`src/rtl/wb_port_arbiter.sv`:
```
// wb_port_arbiter
//   Shares the register-file write port between the writeback stage and a
//   long-latency unit. Pipeline writes win and pass through combinationally.
//   Long-latency results wait in a one-entry buffer. A result blocked for
//   STARVE_LIMIT consecutive cycles takes a forced slot, and the pipeline is
//   stalled for that one cycle.
//
//   Optional feature: `define WB_ARB_WAW_SQUASH_EN to drop a buffered result
//   when the pipeline writes the same register while the result is held.
//
// Ports
//   CLK, RST                        clock, synchronous active-high reset
//   pipe_wen/pipe_wsel/pipe_wdat    writeback-stage write request
//   lu_valid/lu_wsel/lu_wdat        long-latency result offer
//   lu_ready                        buffer can accept (lu_valid && lu_ready = transfer)
//   stall_pipe                      writeback must hold and re-present its write
//   WEN/wsel/wdat                   register-file write port
module wb_port_arbiter #(
    parameter int unsigned STARVE_LIMIT = 4
) (
    input  logic        CLK,
    input  logic        RST,
    input  logic        pipe_wen,
    input  logic [4:0]  pipe_wsel,
    input  logic [31:0] pipe_wdat,
    input  logic        lu_valid,
    input  logic [4:0]  lu_wsel,
    input  logic [31:0] lu_wdat,
    output logic        lu_ready,
    output logic        stall_pipe,
    output logic        WEN,
    output logic [4:0]  wsel,
    output logic [31:0] wdat
);

    localparam int unsigned CW = $clog2(STARVE_LIMIT + 1);

    typedef enum logic [1:0] {
        EMPTY = 2'd0,
        HELD  = 2'd1,
        FORCE = 2'd2
    } state_t;

    state_t        r_state;
    logic [CW-1:0] r_cnt;
    logic [4:0]    r_buf_wsel;
    logic [31:0]   r_buf_wdat;

    logic          w_port_free;
    logic          w_squash;
    logic [CW-1:0] w_cnt_inc;

    // A pipe write to r0 does not occupy the port, so a held result may drain.
    assign w_port_free = !pipe_wen || (pipe_wsel == '0);
    assign w_cnt_inc   = r_cnt + CW'(1);

`ifdef WB_ARB_WAW_SQUASH_EN
    assign w_squash = pipe_wen && (pipe_wsel == r_buf_wsel) && (pipe_wsel != '0);
`else
    assign w_squash = 1'b0;
`endif

    assign lu_ready   = !RST && (r_state == EMPTY);
    assign stall_pipe = (r_state == FORCE);

    always_ff @(posedge CLK) begin
        if (RST) begin
            r_state    <= EMPTY;
            r_cnt      <= '0;
            r_buf_wsel <= '0;
            r_buf_wdat <= '0;
        end else begin
            case (r_state)
                EMPTY: begin
                    // Results for r0 are accepted but never buffered.
                    if (lu_valid && (lu_wsel != '0)) begin
                        r_buf_wsel <= lu_wsel;
                        r_buf_wdat <= lu_wdat;
                        r_cnt      <= '0;
                        r_state    <= HELD;
                    end
                end
                HELD: begin
                    if (w_port_free) begin
                        r_state <= EMPTY;
                    end else if (w_squash) begin
                        r_state <= EMPTY;
                    end else begin
                        r_cnt <= w_cnt_inc;
                        if (w_cnt_inc == CW'(STARVE_LIMIT)) begin
                            r_state <= FORCE;
                        end
                    end
                end
                FORCE: begin
                    r_state <= EMPTY;
                end
                default: begin
                    r_state <= EMPTY;
                end
            endcase
        end
    end

    always_comb begin
        WEN  = pipe_wen;
        wsel = pipe_wsel;
        wdat = pipe_wdat;
        if (r_state == FORCE) begin
            WEN  = 1'b1;
            wsel = r_buf_wsel;
            wdat = r_buf_wdat;
        end else if (pipe_wen && (pipe_wsel != '0)) begin
            WEN  = 1'b1;
            wsel = pipe_wsel;
            wdat = pipe_wdat;
        end else if (r_state == HELD) begin
            WEN  = 1'b1;
            wsel = r_buf_wsel;
            wdat = r_buf_wdat;
        end
        if (RST) begin
            WEN = 1'b0;
        end
    end

endmodule

```
`config.mk`:
```
export PLATFORM = sky130hd
export DESIGN_NAME = wb_port_arbiter
export DESIGN_NICKNAME = d
export VERILOG_FILES = /design/src/rtl/wb_port_arbiter.sv
export SDC_FILE = /design/constraint.sdc
export NUM_CORES = 1
export LEC_CHECK = 0
export BUFFER_PORTS_ARGS = -buffer_cell sky130_fd_sc_hd__buf_4
export CAP_MARGIN = 5
export CORE_MARGIN = 1
export CORE_UTILIZATION = 41
export DETAILED_ROUTE_END_ITERATION = 16
export HOLD_SLACK_MARGIN = 0.08
export PLACE_DENSITY = 0.75
export SLEW_MARGIN = 25
export SYNTH_ARGS = -nofsm -noshare
export SYNTH_HDL_FRONTEND = slang
export SYNTH_SLANG_ARGS = --single-unit
```
`constraint.sdc`:
```
create_clock -name CLK -period 4.21 [get_ports CLK]
set_clock_uncertainty 0.2 [all_clocks]
set_input_delay 1.263 -clock CLK [delete_from_list [all_inputs] [get_ports CLK]]
set_output_delay 1.263 -clock CLK [all_outputs]
set_load 0.05 [all_outputs]
```
==> reports/metrics.yaml <==
grt_pass1_wl_um: 8618
place_congestion: 0.7590
yosys.area_share.simple_pct: 17.61
clk_path_buf_depth: 2
portBuffers: 117
vias: 2083
setup_viol: 37
post-synth-top-area-cell: "dfxtp_1"
syn-instance-count: 240
synth_xor_area_share_pct: 0.4056
synth_top_family_by_area: "multiplexers"
post_drt_wl_per_cell_um: 13.92
synth-compound-area-share_pct: 13.33
route.detailed.drc: 0
r2r-start: "r_state[0]"
post-cts-setup-buffers: 0
crit_path_end_kind: "primary output"
fin_crit_ns: 4.326
die_w_um: 74.58
synth_edf_count: 0
insertion_delay_ns: 0.30
avgSynthCellArea_um2: 8.998
holdCritStartpoint: "r_buf_wdat[0]"
grt_overflow: 0
cts-root-buf: "clkbuf_8"
synth_most_common_cell: "nand2_1"
rsz0062_at_grt: "true"
hp-class: "flop to flop"
coreArea_um2: 5075
grt_pass1_vias: 1936
grt_max_degree: 46
synth_fa_ha_area_share_pct: 1.159
syn_nets: 320
netlist.area_leader.share_pct: 38.93
htreeDepth: 2
hold_viol: 0
maxCapViolations: 0
syn_area_um2: 2160
drive_above_1_share_pct: 48.31
p_leak_uw: 0.001625
path_max_fanout: 20
peakVddDrop_uv: 190.0
via_per_inst: 4.890
synth_common_cells: "nand2_1 (75), dfxtp_1 (42), a21oi_1 (41)"
finalNetCount: 435
path_cells: "buf_6 -> or4_4 -> o21ai_4 -> a21oi_4 -> buf_12 -> mux2_4 -> buf_6"
first_pass_iters: 6
maxSlewHeadroom_pct: 36.79
synth_seq_cells: 42
fin_ws_ns: -0.1163
required_ns: 2.75
critPathLaunch: "pipe_wsel[1]"
num_antenna_cells: 0
grt_util_all_layers_pct: 20.33
ys.flop_type: "dfxtp_1"
stdcell_area_um2: 3403
start_util_pct: 42.55
worstSetupStartpointType: "input port"
antenna_found_initial: 0
ioPinCount: 118
placed_cell_area_um2: 3129
die_area_um2: 5561
die_h_um: 74.58
critPathKind: "input port to primary output"
powerDensity_nw_per_um2: 314.3
max_freq_mhz: 231.1
syn2layout_area_growth_pct: 57.59
critPathMaxStageDelay_ns: 0.54
arrival_ns: 2.86
place_hpwl_um: 4049
drt_iter0_drc: 65
numClockSinks: 42
cts_made_buffers: 5
cts_tree: "done"
violations: "setup timing"
synth_area_leaders: "dfxtp_1 (39%), mux2_4 (21%), nand2_1 (13%)"
synth_cell_types: 24
async_flop_share_pct: 0
route.antenna.remaining_nets: 0
rows: 26
clkTransAtPathRegs_ns: 0.07
hold_slack_ns: 0.2555
synthMuxAreaShare_pct: 24.51
status: "finished, violations left"
synth_seq_area_share_pct: 38.93
tightestPinTransition_ns: 0.9482
finalMaxSlewViolations: 0
cp_common_cell: "buf_6"
fin_crit_sh_pct: 102.8
yosys_warnings: 0
routed_wl_um: 5930
cp_slowest_cell: "or4_4"
==> critical path, delay by kind of cell <==
family          cells  cell delay, ns
buf+inv             3            0.44
simple gates        1            0.54
compound gates      2            0.27
mux                 1            0.32
==> cell usage in the layout, fill, tap and decap left out <==
master,n
xor2_1,1
mux2_4,30
clkbuf_8,6
nor3_1,3
nor2b_1,2
clkinv_2,1
clkbuf_16,1
o21ai_0,2
o211ai_4,1
buf_8,1
o211a_1,2
a21oi_4,1
mux2_2,7
nand2b_1,3
or4_4,1
a21oi_1,41
clkbuf_1,1
buf_4,81
o21ai_4,1
o211ai_1,2
dfxtp_1,42
nand2_1,75
buf_12,3
nand3_1,2
buf_6,38
nor4b_1,1
ha_1,2
or4_1,1
nor2_1,4
==> per-stage QoR <==
step / utilization, % / TNS (ns) / power, µW / setup slack [ns] / cells
3_3_place_gp: 61.66 / -3.670 / 774.9 / -0.1073 / 417
6_report: 67.06 / -3.319 / 1070 / -0.1163 / 426
5_1_grt: 67.06 / -4.555 / 1115 / -0.1444 / 426
3_5_place_dp: 61.66 / -4.545 / 782.2 / -0.1329 / 417
2_1_floorplan: - / 0 / 659.6 / 0.04940 / 240
4_1_cts: 66.35 / -3.304 / 1072 / -0.09733 / 425
==> where the power goes <==
part	switching [µW]	internal, µW	total [µW]
clock network	137	132	269
registers	12.9	420	433
logic	198	169	367
==> cells by family (layout without fill, tap and decap cells) <==
group	count (synthesis)	in the layout
AOI/OAI and AO/OA	50	50
xor gates and xnor gates	1	1
muxes	37	37
buffers and inverters	16	132
DFF	42	42
and+or+nand+nor	92	92
adders and majority gates	2	2
==> sequential cells by signal, summed over array words and instances, names as in the netlist <==
name	flops
r_buf_wdat	32
r_buf_wsel	5
r_cnt	3
r_state	2
==> worst paths after layout <==
kind | end | slack, ns | cells past startpoint
worst min-delay path | r_buf_wdat[0] | 0.26 | 2
worst max register to register | r_buf_wdat[8] | 1.91 | 5
worst min register to register | r_buf_wdat[0] | 0.26 | 2
worst max-delay path | wdat[19] | -0.12 | 7
==> area by class of cell <==
class / instances / area (µm²)
clock buffers: 7 / 86.33
flip-flops and latches: 42 / 840.8
well taps: 70 / 87.58
clock inverters: 1 / 5.005
repair buffers: 124 / 1136
multi-input cells: 182 / 1247
fillers: 448 / 1672
==> repair_timing <==
| action | in CTS | in global routing |
|---|---|---|
| cloned | 0 | 1 |
| setup endpoints to repair | 37 | 37 |
| gates resized for setup | 38 | 3 |
| hold buffers | 0 | 0 |
==> metal layers <==
metal | vias up | share of wire, % | GRT usage, %
met5 | - | 0 | 0
met2 | 88 | 51 | 37.44
li1 | 1041 | - | -
met1 | 947 | 40 | 22.68
met4 | 0 | 1.1 | 6.918
met3 | 7 | 8.4 | 5.014
(Power assumes the default switching activity.)
